[src/rtl/muldiv_pkg.sv]
// Shared encodings for the iterative multiply/divide unit.
package muldiv_pkg;

  localparam int WIDTH_DEF = 32;

  typedef enum logic [1:0] {
    OP_MULTU = 2'b00,
    OP_MULT  = 2'b01,
    OP_DIVU  = 2'b10,
    OP_DIV   = 2'b11
  } op_e;

  typedef enum logic [1:0] {
    S_IDLE = 2'b00,
    S_RUN  = 2'b01,
    S_DONE = 2'b10
  } state_e;

endpackage

[src/rtl/muldiv_if.sv]
// Core-side request/result bundle of the multiply/divide unit.
interface muldiv_if import muldiv_pkg::*; #(parameter int WIDTH = WIDTH_DEF);

  logic             start;
  op_e              op;
  logic [WIDTH-1:0] rs_data;
  logic [WIDTH-1:0] rt_data;
  logic             hi_we;
  logic             lo_we;
  logic [WIDTH-1:0] wdata;
  logic             busy;
  logic             done;
  logic             div_by_zero;
  logic [WIDTH-1:0] hi;
  logic [WIDTH-1:0] lo;

  modport master (
    output start, op, rs_data, rt_data, hi_we, lo_we, wdata,
    input  busy, done, div_by_zero, hi, lo
  );

  modport slave (
    input  start, op, rs_data, rt_data, hi_we, lo_we, wdata,
    output busy, done, div_by_zero, hi, lo
  );

endinterface

[src/rtl/muldiv_step.sv]
// One MSB-first iteration: shift-add for multiply, restoring shift-subtract for divide.
module muldiv_step import muldiv_pkg::*; #(
  parameter int WIDTH = WIDTH_DEF
) (
  input  logic [2*WIDTH-1:0] acc,
  input  logic [WIDTH-1:0]   operand,
  input  logic               bit_in,
  input  logic               is_div,
  output logic [2*WIDTH-1:0] acc_next,
  output logic               q_bit
);

  logic [WIDTH:0]   rem_sh;
  logic [WIDTH-1:0] rem_sub;

  always_comb begin
    rem_sh   = {acc[WIDTH-1:0], bit_in};
    // The true difference is always below the divisor, so WIDTH bits hold it.
    rem_sub  = rem_sh[WIDTH-1:0] - operand;
    acc_next = (acc << 1) + (bit_in ? {{WIDTH{1'b0}}, operand} : {2*WIDTH{1'b0}});
    q_bit    = 1'b0;
    if (is_div) begin
      if (rem_sh >= {1'b0, operand}) begin
        q_bit    = 1'b1;
        acc_next = {{WIDTH{1'b0}}, rem_sub};
      end else begin
        acc_next = {{WIDTH{1'b0}}, rem_sh[WIDTH-1:0]};
      end
    end
  end

endmodule

[src/rtl/muldiv_unit.sv]
// Iterative MULT/MULTU/DIV/DIVU unit with HI/LO registers, one bit per cycle.
// Define MDU_SIGNED_EN to enable signed MULT/DIV; otherwise op[0] is ignored.
module muldiv_unit import muldiv_pkg::*; #(
  parameter int WIDTH = WIDTH_DEF
) (
  input  logic     clk,
  input  logic     rst,
  muldiv_if.slave  bus
);

  localparam int CNT_W = $clog2(WIDTH);

  state_e             state;
  logic [CNT_W-1:0]   cnt;
  logic [2*WIDTH-1:0] acc;
  logic [WIDTH-1:0]   operand;
  logic [WIDTH-1:0]   shreg;
  logic [WIDTH-1:0]   rs_raw;
  logic               is_div;
  logic               neg_res;
  logic               neg_rem;
  logic               zero_div;
  logic [WIDTH-1:0]   hi_r;
  logic [WIDTH-1:0]   lo_r;
  logic               busy_r;
  logic               done_r;
  logic               dbz_r;

  logic [2*WIDTH-1:0] acc_next;
  logic               q_bit;
  logic               is_signed;
  logic               is_div_op;
  logic               rs_neg;
  logic               rt_neg;
  logic [WIDTH-1:0]   rs_mag;
  logic [WIDTH-1:0]   rt_mag;
  logic [WIDTH-1:0]   quot;
  logic [WIDTH-1:0]   rem;
  logic [WIDTH-1:0]   hi_res;
  logic [WIDTH-1:0]   lo_res;
  logic               accept;
  logic               last;

  muldiv_step #(.WIDTH(WIDTH)) u_step (
    .acc      (acc),
    .operand  (operand),
    .bit_in   (shreg[WIDTH-1]),
    .is_div   (is_div),
    .acc_next (acc_next),
    .q_bit    (q_bit)
  );

  always_comb begin
`ifdef MDU_SIGNED_EN
    is_signed = (bus.op == OP_MULT) || (bus.op == OP_DIV);
`else
    is_signed = 1'b0;
`endif
    is_div_op = (bus.op == OP_DIVU) || (bus.op == OP_DIV);
    rs_neg    = is_signed & bus.rs_data[WIDTH-1];
    rt_neg    = is_signed & bus.rt_data[WIDTH-1];
    rs_mag    = rs_neg ? -bus.rs_data : bus.rs_data;
    rt_mag    = rt_neg ? -bus.rt_data : bus.rt_data;
    accept    = bus.start && (state != S_RUN);
    last      = (state == S_RUN) && (cnt == CNT_W'(WIDTH - 1));
  end

  // Final result is formed from the last iteration's outputs so HI/LO load on that same edge.
  always_comb begin
    quot   = {shreg[WIDTH-2:0], q_bit};
    rem    = acc_next[WIDTH-1:0];
    hi_res = '0;
    lo_res = '0;
    if (!is_div) begin
      {hi_res, lo_res} = neg_res ? -acc_next : acc_next;
    end else if (zero_div) begin
      hi_res = rs_raw;
      lo_res = '1;
    end else begin
      lo_res = neg_res ? -quot : quot;
      hi_res = neg_rem ? -rem : rem;
    end
  end

  always_ff @(posedge clk or posedge rst) begin
    if (rst) begin
      state    <= S_IDLE;
      cnt      <= '0;
      acc      <= '0;
      operand  <= '0;
      shreg    <= '0;
      rs_raw   <= '0;
      is_div   <= 1'b0;
      neg_res  <= 1'b0;
      neg_rem  <= 1'b0;
      zero_div <= 1'b0;
      hi_r     <= '0;
      lo_r     <= '0;
      busy_r   <= 1'b0;
      done_r   <= 1'b0;
      dbz_r    <= 1'b0;
    end else begin
      done_r <= 1'b0;
      dbz_r  <= 1'b0;
      case (state)
        S_IDLE, S_DONE: begin
          if (accept) begin
            state    <= S_RUN;
            busy_r   <= 1'b1;
            cnt      <= '0;
            acc      <= '0;
            operand  <= rt_mag;
            shreg    <= rs_mag;
            rs_raw   <= bus.rs_data;
            is_div   <= is_div_op;
            neg_res  <= rs_neg ^ rt_neg;
            neg_rem  <= rs_neg;
            zero_div <= is_div_op && (bus.rt_data == '0);
          end else begin
            state <= S_IDLE;
            if (bus.hi_we) hi_r <= bus.wdata;
            if (bus.lo_we) lo_r <= bus.wdata;
          end
        end
        S_RUN: begin
          acc   <= acc_next;
          shreg <= {shreg[WIDTH-2:0], q_bit};
          cnt   <= cnt + 1'b1;
          if (last) begin
            state  <= S_DONE;
            busy_r <= 1'b0;
            done_r <= 1'b1;
            dbz_r  <= zero_div;
            hi_r   <= hi_res;
            lo_r   <= lo_res;
          end
        end
        default: state <= S_IDLE;
      endcase
    end
  end

  assign bus.hi          = hi_r;
  assign bus.lo          = lo_r;
  assign bus.busy        = busy_r;
  assign bus.done        = done_r;
  assign bus.div_by_zero = dbz_r;

endmodule

[src/flat_wrapper.sv]
// flat-port wrapper written by rule: the top's interface ports become plain ports
module muldiv_unit_flat import muldiv_pkg::*;
#(
  parameter int WIDTH = WIDTH_DEF
)
  (clk, rst, bus_start, bus_op, bus_rs_data, bus_rt_data, bus_hi_we, bus_lo_we, bus_wdata, bus_busy, bus_done, bus_div_by_zero, bus_hi, bus_lo);
  muldiv_if #(.WIDTH(WIDTH)) bus_i ();
  input  logic clk;
  input  logic rst;
  input wire logic [$bits(bus_i.start)-1:0] bus_start;
  input wire logic [$bits(bus_i.op)-1:0] bus_op;
  input wire logic [$bits(bus_i.rs_data)-1:0] bus_rs_data;
  input wire logic [$bits(bus_i.rt_data)-1:0] bus_rt_data;
  input wire logic [$bits(bus_i.hi_we)-1:0] bus_hi_we;
  input wire logic [$bits(bus_i.lo_we)-1:0] bus_lo_we;
  input wire logic [$bits(bus_i.wdata)-1:0] bus_wdata;
  output wire logic [$bits(bus_i.busy)-1:0] bus_busy;
  output wire logic [$bits(bus_i.done)-1:0] bus_done;
  output wire logic [$bits(bus_i.div_by_zero)-1:0] bus_div_by_zero;
  output wire logic [$bits(bus_i.hi)-1:0] bus_hi;
  output wire logic [$bits(bus_i.lo)-1:0] bus_lo;
  assign bus_i.start = bus_start;
  assign bus_i.op = bus_op;
  assign bus_i.rs_data = bus_rs_data;
  assign bus_i.rt_data = bus_rt_data;
  assign bus_i.hi_we = bus_hi_we;
  assign bus_i.lo_we = bus_lo_we;
  assign bus_i.wdata = bus_wdata;
  assign bus_busy = bus_i.busy;
  assign bus_done = bus_i.done;
  assign bus_div_by_zero = bus_i.div_by_zero;
  assign bus_hi = bus_i.hi;
  assign bus_lo = bus_i.lo;
  muldiv_unit #(.WIDTH(WIDTH)) u_core (.clk(clk), .rst(rst), .bus(bus_i));
endmodule
[config.mk]
export PLATFORM = sky130hd
export DESIGN_NAME = muldiv_unit_flat
export DESIGN_NICKNAME = d
export VERILOG_FILES = /design/src/rtl/muldiv_pkg.sv /design/src/rtl/muldiv_if.sv /design/src/rtl/muldiv_step.sv /design/src/rtl/muldiv_unit.sv /design/src/flat_wrapper.sv
export SDC_FILE = /design/constraint.sdc
export NUM_CORES = 1
export LEC_CHECK = 0
export BUFFER_PORTS_ARGS = -buffer_cell sky130_fd_sc_hd__buf_4
export CAP_MARGIN = 5
export CORE_MARGIN = 5
export CORE_UTILIZATION = 55
export CTS_BUF_LIST = sky130_fd_sc_hd__clkbuf_8
export DETAILED_ROUTE_END_ITERATION = 6
export PLACE_DENSITY = 0.85
export REMOVE_ABC_BUFFERS = 1
export SLEW_MARGIN = 40
export SYNTH_ARGS = -nofsm -noshare
export SYNTH_HDL_FRONTEND = slang
export SYNTH_SLANG_ARGS = --single-unit
[constraint.sdc]
create_clock -name clk -period 8.5 [get_ports clk]
set_clock_uncertainty 0.2 [all_clocks]
set_input_delay 2.125 -clock clk [delete_from_list [all_inputs] [get_ports clk]]
set_output_delay 2.125 -clock clk [all_outputs]
set_load 0.02 [all_outputs]
==> flow_summary_export.csv <==
group,metric,value,unit
hold_path,hold_path_class,"reg -> reg",
routing,dr_total_vias,14900,
power,p_leak,8.29,nW
routing,via_per_inst,6.51,
logic_synthesis,synthTopCellsByCount,"nand2_1 (298), dfrtp_1 (235), nor2_1 (182)",
finish,area.growth.synth_to_final,15.7,%
floorplanning,fp.dieW,175,um
routing,ant_nets,0,
setup_path,worstSetupEndpointType,"register",
sta,grt_setup_unrepaired,"no",
finish,n_fill_cell,2283,
sta,setup_slack,4.05,ns
routing,wire_per_inst,22.1,um
sta,hold_viol,0,
grt,grt_max_degree,138,
logic_synthesis,yosys_warnings,0,
sta,post-route-period-util,0.523,
clock_network,cts_setup_buffers,0,
logic_synthesis,synth_area,15000,sq um
logic_synthesis,synth-edff-count,0,
placed_design,gp_congestion,0.946,
logic_synthesis,ys_top_cells_by_area,"dfrtp_1 (39%), nand2_1 (7.5%), ha_1 (5.5%)",
finish,fin_nets,2085,
sta,min_period,4.45,ns
power,powerDensity,506,nW/um^2
sta,setup_tns,0,ns
clock_network,clockBufferDepth,3,
setup_path,arrival,4.67,ns
outcome,outcome,"finished clean",
logic_synthesis,async_reset_ff_frac,1.00,
floorplanning,fp-row-count,60,
setup_path,crit_fanout,33,
sta,finalSetupViolations,0,
logic_synthesis,yosysSeqAreaShare,0.393,
clock_network,clkSinkCount,235,
logic_synthesis,yosysMostFrequentCell,"nand2_1",
grt,antenna_found_initial,0,
placed_design,dp_hpwl,35.7,mm
clock_network,htreeDepth,2,
clock_network,cts_hold_buf,0,
routing,wl,50.5,mm
placed_design,dp_worst_setup_slack,4.04,ns
finish,diodes,0,
finish,stdcell_count,2283,
setup_path,cp-start-kind,"register",
sta,slew_headroom,0.407,
routing,dr.first_iter.drc_count,1757,
logic_synthesis,synth-main-ff-cell,"dfrtp_1",
setup_path,crit_type,"reg -> reg",
clock_network,clkLatencyLatePin,0.56,ns
clock_network,cts_buffers,41,
logic_synthesis,synth-seq-cells,235,
floorplanning,ios,170,
sta,maxSlewViolCount,0,
clock_network,cts_root_buf,"clkbuf_8",
floorplanning,start_util,0.557,
logic_synthesis,syn_avg_cell_area,8.37,sq um
placed_design,post_dp_cell_area,16400,sq um
finish,drive_gt1_frac,0.146,
sta,fmax,225,MHz
clock_network,path_clk_slew,0.06,ns
finish,finish.instance_area,17300,sq um
sta,worst_pin_slew,0.882,ns
setup_path,crit_required,8.73,ns
logic_synthesis,yosysTopAreaCell,"dfrtp_1",
logic_synthesis,yosysUniqueCellTypes,78,
logic_synthesis,synth_cells,1790,
routing,drc,0,
placed_design,dp_cells,2210,
flow_run,cap_violations,0,
floorplanning,die_area,30600,sq um
grt,grt-ovfl-total,0,
power,power,8.77,mW
grt,grt_use_total,0.320,
floorplanning,coreArea,26900,sq um
sta,whs,0.276,ns
placed_design,numPortBuffers,168,
grt,grt_pass1_vias,14600,
grt,grt_first_pass_wirelength,78.9,mm
hold_path,hold_depth,2,
power,ir_drop,0.265,mV
logic_synthesis,yosys.area.top_type_share,0.393,
floorplanning,die_y,175,um
routing,dr.pass1.iters,5,
finish,final_util,0.645,
setup_path,worstRegToRegCells,14,
clock_network,cts_tree,"built",
clock_network,cts_resized,0,
-- cells in the final DEF, fill, tap and decap left out, drive strengths merged, types with 13 or more instances in the layout --
master | synthesis | routed
a31oi | 26 | 26
o22a | 13 | 13
o211ai | 17 | 17
nand2 | 301 | 301
ha | 66 | 66
a21o | 57 | 57
nor3 | 19 | 19
o22ai | 21 | 21
dfrtp | 235 | 235
nand3 | 31 | 31
nor2 | 182 | 182
o221ai | 18 | 18
a221oi | 16 | 16
buf | 25 | 186
o21a | 14 | 14
a21oi | 165 | 165
inv | 57 | 73
o21ai | 122 | 122
a22oi | 16 | 16
xor2 | 23 | 23
mux2i | 29 | 29
or3 | 15 | 15
a211oi | 16 | 16
and3 | 20 | 20
xnor2 | 37 | 37
clkbuf | 81 | 49
a221o | 15 | 15
nand4 | 18 | 18
-- routing by layer --
metal / track usage / up-vias / share of wire
li1: - / 6694 / -
met1: 0.413 / 7073 / 0.39
met2: 0.518 / 920 / 0.46
met3: 0.0573 / 184 / 0.093
met4: 0.165 / 0 / 0.060
met5: 0 / - / 0
-- flip-flops by register name (all words and copies together) (netlist names) --
register / flops
u_core.shreg: 32
u_core.bus.hi: 32
u_core.bus.div_by_zero: 1
u_core.zero_div: 1
u_core.operand: 32
u_core.bus.busy: 1
u_core.cnt: 5
u_core.state: 2
u_core.bus.done: 1
u_core.acc: 63
u_core.bus.lo: 32
u_core.rs_raw: 32
u_core.is_div: 1
-- power breakdown --
group | switching, mW | internal, mW | total (mW)
clock | 0.495 | 0.607 | 1.10
sequential | 0.410 | 1.62 | 2.03
combinational | 3.56 | 2.08 | 5.64
total | 4.46 | 4.30 | 8.77
-- logic make-up (layout without fill, tap and decap cells) --
family / after synthesis / after routing / synth area share
buffers and inverters: 164 / 316 / 0.0443
AOI/OAI and AO/OA: 586 / 586 / 0.258
DFF: 235 / 235 / 0.393
adders and majority gates: 68 / 68 / 0.0578
xor gates and xnor gates: 60 / 60 / 0.0351
muxes: 39 / 39 / 0.0269
and+or+nand+nor: 638 / 638 / 0.185
-- final timing paths --
kind                              startpoint                end  slack [ns]
max in group asynchronous                rst  u_core.bus.hi[19]        5.47
max reg2reg                 u_core.shreg[31]     u_core.acc[30]        4.05
max                         u_core.shreg[31]     u_core.acc[30]        4.05
min in group asynchronous                rst    u_core.bus.busy        1.45
min reg2reg                u_core.rs_raw[25]  u_core.rs_raw[25]        0.28
min                        u_core.rs_raw[25]  u_core.rs_raw[25]        0.28
-- cell type report --
class | instances | area (sq um) | area share
clock buffer | 48 | 661 | 0.0381
clock inverter | 23 | 183 | 0.0105
inverter | 58 | 230 | 0.0133
multi-input combinational | 1391 | 8500 | 0.491
sequential | 235 | 5880 | 0.339
tap | 341 | 427 | 0.0246
timing repair buffer | 187 | 1450 | 0.0834
-- critical path, stage by stage (launching register included) --
cell     delay, ns
dfrtp_1       0.45
inv_1         0.08
buf_4         0.36
ha_1          0.24
inv_1         0.05
fa_1          0.40
a21oi_1       0.27
o211a_1       0.22
o31ai_1       0.14
nor4_1        0.78
o41ai_1       0.19
xor2_1        0.18
mux2i_1       0.37
nor2_1        0.10
a221o_1       0.27
No activity file was read; power rests on OpenSTA's default activity.
